`src/rtl/mips_multicycle_control.sv`:
```
// Main control sequencer for the multicycle MIPS datapath (Moore FSM, memory-ready stalls).
// Optional bne support is compiled in when MC_CTRL_BNE_EN is defined.
module mips_multicycle_control (
   input  logic       clk,
   input  logic       rst_n,
   input  logic [5:0] opcode,
   input  logic       mem_ready,
   output logic       pc_write,
   output logic       pc_write_cond,
   output logic       branch_ne,
   output logic       i_or_d,
   output logic       mem_read,
   output logic       mem_write,
   output logic       ir_write,
   output logic       mem_to_reg,
   output logic       reg_dst,
   output logic       reg_write,
   output logic       alu_src_a,
   output logic [1:0] alu_src_b,
   output logic [1:0] alu_op,
   output logic [1:0] pc_source,
   output logic       illegal_op,
   output logic [3:0] state
);

   typedef enum logic [3:0] {
      S_FETCH     = 4'd0,
      S_DECODE    = 4'd1,
      S_MEM_ADDR  = 4'd2,
      S_MEM_READ  = 4'd3,
      S_MEM_WB    = 4'd4,
      S_MEM_WRITE = 4'd5,
      S_R_EXEC    = 4'd6,
      S_R_WB      = 4'd7,
      S_BRANCH    = 4'd8,
      S_JUMP      = 4'd9
   } state_t;

   localparam logic [5:0] OP_RTYPE = 6'b000000;
   localparam logic [5:0] OP_J     = 6'b000010;
   localparam logic [5:0] OP_BEQ   = 6'b000100;
   localparam logic [5:0] OP_BNE   = 6'b000101;
   localparam logic [5:0] OP_LW    = 6'b100011;
   localparam logic [5:0] OP_SW    = 6'b101011;

   state_t state_q, state_d;
   logic   run_q;
   logic   ld_q;
   logic   bne_dec;
   logic   bne_flag;

   // run_q holds outputs masked until the first edge after reset release
   always_ff @(posedge clk or negedge rst_n) begin
      if (!rst_n) begin
         state_q <= S_FETCH;
         run_q   <= 1'b0;
         ld_q    <= 1'b0;
      end else begin
         state_q <= state_d;
         run_q   <= 1'b1;
         if (state_q == S_DECODE)
            ld_q <= (opcode == OP_LW);
      end
   end

`ifdef MC_CTRL_BNE_EN
   logic bne_q;

   always_ff @(posedge clk or negedge rst_n) begin
      if (!rst_n)
         bne_q <= 1'b0;
      else if (state_q == S_DECODE)
         bne_q <= (opcode == OP_BNE);
   end

   assign bne_dec  = (opcode == OP_BNE);
   assign bne_flag = bne_q;
`else
   assign bne_dec  = 1'b0;
   assign bne_flag = 1'b0;
`endif

   always_comb begin
      state_d       = state_q;
      pc_write      = 1'b0;
      pc_write_cond = 1'b0;
      branch_ne     = 1'b0;
      i_or_d        = 1'b0;
      mem_read      = 1'b0;
      mem_write     = 1'b0;
      ir_write      = 1'b0;
      mem_to_reg    = 1'b0;
      reg_dst       = 1'b0;
      reg_write     = 1'b0;
      alu_src_a     = 1'b0;
      alu_src_b     = 2'b00;
      alu_op        = 2'b00;
      pc_source     = 2'b00;
      illegal_op    = 1'b0;
      if (!run_q) begin
         state_d = S_FETCH;
      end else begin
         case (state_q)
            S_FETCH: begin
               mem_read  = 1'b1;
               alu_src_b = 2'b01;
               ir_write  = mem_ready;
               pc_write  = mem_ready;
               if (mem_ready)
                  state_d = S_DECODE;
            end
            S_DECODE: begin
               // Speculative branch target PC+4+(imm<<2) lands in ALUOut
               alu_src_b = 2'b11;
               if (opcode == OP_LW || opcode == OP_SW)
                  state_d = S_MEM_ADDR;
               else if (opcode == OP_RTYPE)
                  state_d = S_R_EXEC;
               else if (opcode == OP_BEQ || bne_dec)
                  state_d = S_BRANCH;
               else if (opcode == OP_J)
                  state_d = S_JUMP;
               else begin
                  illegal_op = 1'b1;
                  state_d    = S_FETCH;
               end
            end
            S_MEM_ADDR: begin
               alu_src_a = 1'b1;
               alu_src_b = 2'b10;
               state_d   = ld_q ? S_MEM_READ : S_MEM_WRITE;
            end
            S_MEM_READ: begin
               mem_read = 1'b1;
               i_or_d   = 1'b1;
               if (mem_ready)
                  state_d = S_MEM_WB;
            end
            S_MEM_WB: begin
               reg_write  = 1'b1;
               mem_to_reg = 1'b1;
               state_d    = S_FETCH;
            end
            S_MEM_WRITE: begin
               mem_write = 1'b1;
               i_or_d    = 1'b1;
               if (mem_ready)
                  state_d = S_FETCH;
            end
            S_R_EXEC: begin
               alu_src_a = 1'b1;
               alu_op    = 2'b10;
               state_d   = S_R_WB;
            end
            S_R_WB: begin
               reg_write = 1'b1;
               reg_dst   = 1'b1;
               state_d   = S_FETCH;
            end
            S_BRANCH: begin
               alu_src_a     = 1'b1;
               alu_op        = 2'b01;
               pc_write_cond = 1'b1;
               pc_source     = 2'b01;
               branch_ne     = bne_flag;
               state_d       = S_FETCH;
            end
            S_JUMP: begin
               pc_write  = 1'b1;
               pc_source = 2'b10;
               state_d   = S_FETCH;
            end
            default: state_d = S_FETCH;
         endcase
      end
   end

   assign state = state_q;

endmodule

```
`config.mk`:
```
export PLATFORM = sky130hd
export DESIGN_NAME = mips_multicycle_control
export DESIGN_NICKNAME = d
export VERILOG_FILES = /design/src/rtl/mips_multicycle_control.sv
export SDC_FILE = /design/constraint.sdc
export NUM_CORES = 1
export LEC_CHECK = 0
export ABC_AREA = 0
export CAP_MARGIN = 5
export CORE_MARGIN = 5
export CORE_UTILIZATION = 30
export CTS_CLUSTER_DIAMETER = 50
export CTS_CLUSTER_SIZE = 12
export DETAILED_ROUTE_END_ITERATION = 8
export PLACE_DENSITY = 0.66
export SETUP_SLACK_MARGIN = 0.15
export SYNTH_ARGS = -nofsm -noshare
export SYNTH_HDL_FRONTEND = slang
export SYNTH_SLANG_ARGS = --single-unit
```
`constraint.sdc`:
```
create_clock -name clk -period 1.55 [get_ports clk]
set_input_delay 0.2325 -clock clk [delete_from_list [all_inputs] [get_ports clk]]
set_output_delay 0.2325 -clock clk [all_outputs]
set_load 0.01 [all_outputs]
```
==> flow_metrics.py <==
metrics = {
    "clock_network": {
        "cts_tree": "built",
        "htree_levels": 1,
        "cts.path.max_buffers": 2,
        "path_clk_slew_ns": 0.05,
        "cts_root_buffer": "clkbuf_4",
        "cts.sinks": 6,
        "cts_hold_buf": 0,
        "insertion_delay_ns": 0.23,
        "cts_buffers": 3,
    },
    "floorplan": {
        "initial_core_util_pct": 31.31,
        "die_h_um": 55.02,
        "die_area_mm2": 0.003027,
        "rows": 16,
        "ios": 31,
        "coreArea_mm2": 0.001942,
        "die_w_um": 55.02,
    },
    "power": {
        "p_leak_nw": 0.6285,
        "p_int_w": 0.0003447,
        "p_seq_share_pct": 34.3,
        "clockPowerShare_pct": 27.7,
        "p_sw_share_pct": 28.85,
        "switching_power_w": 0.0001397,
        "irDropWorstVdd_mv": 0.4940,
        "power_density_mw_per_mm2": 343.8,
        "pwr-share-comb_pct": 38.0,
    },
    "timing": {
        "rsz0062_at_grt": "true",
        "hold_violations": 0,
        "fin_crit_ns": 1.754,
        "timing.final.ws_setup_ns": -0.2041,
        "fmax_mhz": 570.1,
        "fin_worst_skew_ns": 0.005563,
        "finalMaxSlewViolations": 0,
        "finalCritPeriodShare_pct": 113.2,
        "finalSetupViolations": 13,
        "hold_ws_ns": 0.2322,
    },
    "finish": {
        "finalNonFillerCells": 178,
        "drive_above_1_share_pct": 64.90,
        "final_common_cell": "buf_4",
        "areaGrowthSynthToFinish_pct": 131.7,
        "diodes": 0,
        "utilization_pct": 72.55,
        "final_nets": 162,
        "fill_cells": 156,
        "final_cell_mix": "buf_4, buf_6, buf_2, nor2_1, nand2_1",
    },
    "placement": {
        "gp_congestion": 0.8353,
        "port_buffers": 29,
        "dp.cells": 155,
        "place_ws_ns": -0.7291,
        "place_hpwl_mm": 1.650,
    },
    "logic_synthesis": {
        "ys_ff_latch": 6,
        "synth_area_um2": 608.1,
        "synth_nets": 92,
        "synth_cell_types": 33,
        "seq_area_frac_synth_pct": 24.69,
        "syn_inst": 83,
        "avgSynthCellArea_um2": 7.326,
        "ys_warn_count": 0,
    },
    "critical_path": {
        "worstSetupPathType": "reg -> reg",
        "cp_cell_sequence": "buf_6 -> buf_8 -> or4b_4 -> nor3_4 -> nand2_2 -> o31ai_2",
        "cpLargestDelayFamily": "simple AND/OR/NAND/NOR gates",
        "critical_path.max_stage_delay_ns": 0.53,
        "crit_path_end_kind": "flip-flop",
        "slowest_stage": "or4b_4",
        "cp-start-kind": "flip-flop",
        "critical_path_arrival_ns": 1.89,
        "worstPathMaxFanout": 3,
        "path_buf_inv": 2,
        "crit_required_ns": 1.69,
    },
    "route": {
        "vias_per_cell": 4.893,
        "vias": 871,
        "wirelength_mm": 2.486,
        "drt_iter0_drc": 6,
        "wire_per_inst_um": 13.97,
        "ant_nets": 0,
        "drtPass1Iterations": 3,
        "drc_errors": 0,
    },
    "global_route": {
        "track_usage_pct": 17.59,
        "grt_pass1_wl_mm": 3.829,
        "first_global_vias": 868,
        "antenna_found_initial": 0,
        "grt_max_degree": 10,
        "grt-ovfl-total": 0,
    },
    "run_status": {
        "violations": "setup timing",
        "status": "finished, violations left",
    },
    "worst_hold_path": {
        "min_path_type": "in -> async",
    },
    "flow_run": {
        "drv_cap": 0,
    },
}
[power groups by stage]
stage               clock, W  sequential, W  combinational [W]
floorplan                  0       0.000167          0.0000585
global placement           0       0.000167           0.000147
detailed placement         0       0.000167           0.000150
CTS                 0.000143       0.000166           0.000163
global route        0.000146       0.000166           0.000197
finish              0.000134       0.000166           0.000184
[synthesized netlist by cell type, drive strengths merged]
library cell | number | area share [%]
o32ai | 1 | 1.4
a2111o | 1 | 1.9
nor4 | 2 | 2.1
o31ai | 2 | 4.1
inv | 2 | 1.2
nand3b | 2 | 2.5
or3 | 2 | 2.1
nor3b | 2 | 2.5
nor3 | 8 | 8.4
conb | 2 | 1.2
and3 | 2 | 2.1
buf | 6 | 7.2
a211oi | 1 | 1.2
or4b | 1 | 2.3
o211ai | 1 | 1.2
nor2 | 10 | 6.2
clkbuf | 2 | 1.2
dfrtp | 6 | 25
and2b | 1 | 1.2
nand3 | 1 | 0.82
a31o | 1 | 1.4
xor2 | 1 | 1.4
xnor2 | 1 | 1.4
a21oi | 6 | 4.9
o21ai | 3 | 2.5
nand2b | 6 | 6.2
nand2 | 10 | 6.6
[stage by stage]
stage                     power (W)  setup TNS, ns  instance area, µm²
final                     0.0004844         -1.132                1409
after global routing      0.0005094         -1.993                1409
after CTS                 0.0004719         -1.126                1251
after detailed placement  0.0003173         -4.583                1082
after global placement    0.0003138         -4.144                1082
after floorplan           0.0002254       -0.05087               630.6
[sequential cells by signal, summed over array words and instances (netlist names)]
signal and flops:
run_q 1, ld_q 1, state 4
[area by class of cell]
cell class	instances	area (µm²)	share of cell area [%]
timing repair buffer	73	616.8	43.78
multi-input combinational	67	575.6	40.85
sequential	6	152.6	10.83
tap	27	33.78	2.398
clock buffer	3	22.52	1.599
inverter	2	7.507	0.5329
[worst register-to-register path: cells and delay by family (launching register included)]
kind | cells | cell delay, ns
flip-flops | 1 | 0.39
buffers and inverters | 2 | 0.24
AND/OR/NAND/NOR | 3 | 0.82
AO/OA/AOI/OAI | 1 | 0.22
[timing repair]
item                                   4_1_cts  5_1_grt
pin swaps                                   11        8
gates cloned                                 0        0
gates resized for setup                    111       24
setup endpoints to repair                   26       24
setup buffers                               13        7
endpoints found under the hold margin        0        0
[per-layer routing]
metal | vias up | wire length (µm) | global-route usage [%]
li1 | 422 | - | -
met1 | 422 | 911 | 17.56
met2 | 25 | 1401 | 36.02
met3 | 2 | 146 | 3.217
met4 | 0 | 26 | 4.858
met5 | - | 0 | 0
[kinds of logic after synthesis]
logic type                Yosys count  share of synthesized area, %
and+or+nand+nor                    47                         42.80
AOI/OAI and AO/OA                  16                         18.72
xor gates and xnor gates            2                         2.881
buffers and inverters              10                         9.670
DFF                                 6                         24.69
other                               2                         1.235
[final timing paths]
kind / startpoint / end / slack (ns) / cells past startpoint
worst min-delay path: rst_n / run_q / 0.23 / 1
worst max register to register: state[2] / state[0] / -0.20 / 6
worst min register to register: ld_q / ld_q / 0.57 / 2
worst max-delay path: state[2] / state[0] / -0.20 / 6
min in group clk: opcode[3] / ld_q / 0.37 / 2
max in group asynchronous: rst_n / state[0] / 1.10 / 1
No activity file was read; power rests on OpenSTA's default activity.
==> RTL edit, RTL diff (same flow settings) <==
Build with the macro `MC_CTRL_BNE_EN` defined.
--- a/src/rtl/mips_multicycle_control.sv
+++ b/src/rtl/mips_multicycle_control.sv
@@ -2,2 +2,4 @@
 // Optional bne support is compiled in when MC_CTRL_BNE_EN is defined.
+`define MC_CTRL_BNE_EN
+
 module mips_multicycle_control (
Function: changed (a bounded check fails within 4 cycles, from zero or initial values and one cycle with rst_n low).
==> RTL edit against the unedited design <==
The run still ends with negative setup slack left. Worst setup slack worse by 0.22 ns. Area after synthesis up 11%. Routed wire length up 44%. Total power grew 39%. Clock skew hardly changed. Sequential cell count rose by 1. Design area is 23% higher. Register-to-register slack got worse by 0.11 ns. Critical path type is now flop to primary output. Largest cell class unchanged. Highest routed layer unchanged.
==> RTL edit: results (changes against the unedited design) <==
stage,metric,value,unit,change
placed_design,Placed Area,1220,um2,+12%
synth,Synth Instances,94,,+13%
final_layout,fin cells,211,,+19%
final_layout,share of cells above drive strength 1,71.0,%,+6.1 points
status,violated checks,negative setup slack,,
synth,Synth area leaders,"dfrtp_1, nor3_1, nor2_1",,
timing,setup TNS,-4.27,ns,-3.14 ns
global_routing,GRT Resource Usage Total,20.3,%,+2.7 points
placed_design,dpl hpwl,1.77,mm,+7.2%
synth,"Net Count, Synth",103,,+12%
placed_design,GP Congestion,0.843,,+0.89%
drt,DR iter-0 viols,34,,+28
global_routing,pin count of the biggest net entering global routing,13,,+3
status,status,"finished, violations left",,
setup_path,CP peak stage delay,0.51,ns,-0.02 ns
timing,Final Setup Violations,23,,+10
setup_path,critical path data arrival time,1.74,ns,-0.15 ns
placed_design,cell count after placement,175,,+13%
synth,register area share after synthesis,25.9,%,+1.2 points
drt,via count,1102,,+27%
setup_path,RR Endpoint,bne_flag,,
setup_path,reg-to-reg startpoint,state[3],,
setup_path,Crit Path Max Fanout,2,,-1
timing,Final WS setup,-0.425,ns,-0.220 ns
setup_path,register-to-register setup slack,-0.31,ns,-0.11 ns
==> RTL edit: cell type report <==
type	instances	area, um2
repair buffers	92	811
multi-input cells	79	677
fillers	142	462
clock buffers	4	26.3
inverters	1	3.75
well taps	28	35.0
flip-flops and latches	7	176
==> RTL edit: layer usage <==
| layer | share of wire, % | vias to the layer above | routed length, um | global-route usage, % |
|---|---|---|---|---|
| li1 | - | 505 | - | - |
| met1 | 40 | 543 | 1420 | 23.2 |
| met2 | 52 | 43 | 1870 | 37.1 |
| met3 | 5.3 | 11 | 190 | 3.17 |
| met4 | 2.8 | 0 | 101 | 8.28 |
| met5 | 0 | - | 0 | 0 |
==> RTL edit: cell families after synthesis <==
logic type / Yosys count / share of synthesized area [%]
AND/OR/NAND/NOR: 58 / 49.1
AO/OA/AOI/OAI: 20 / 18.7
buffers and inverters: 8 / 5.74
flip-flops: 7 / 25.9
other: 1 / 0.555
==> RTL edit: power breakdown <==
part           internal [uW]  switching [uW]
combinational            182             139
clock                   98.0            63.5
sequential               188            4.67
total                    468             207
==> RTL edit: what timing repair did <==
item / CTS / global route
endpoints found under the setup margin: 28 / 27
gates cloned: 1 / 0
pin swaps: 16 / 10
buffers inserted: 20 / 11
resized for setup: 152 / 27
==> RTL edit: critical path: cells and delay by family (launching register included) <==
family	cells	cell delay, ns
buffers and inverters	1	0.10
flip-flops	1	0.38
AND/OR/NAND/NOR	4	1.01
==> RTL edit: worst min-delay path by stage <==
| stage | to | slack, ns | cells past startpoint |
|---|---|---|---|
| finish | state[1] | 0.24 | 1 |
| global route | state[1] | 0.25 | 1 |
| CTS | state[1] | 0.24 | 1 |
| detailed placement | state[1] | 0.50 | 1 |
| global placement | state[1] | 0.50 | 1 |
| floorplan | bne_flag | -0.06 | 0 |
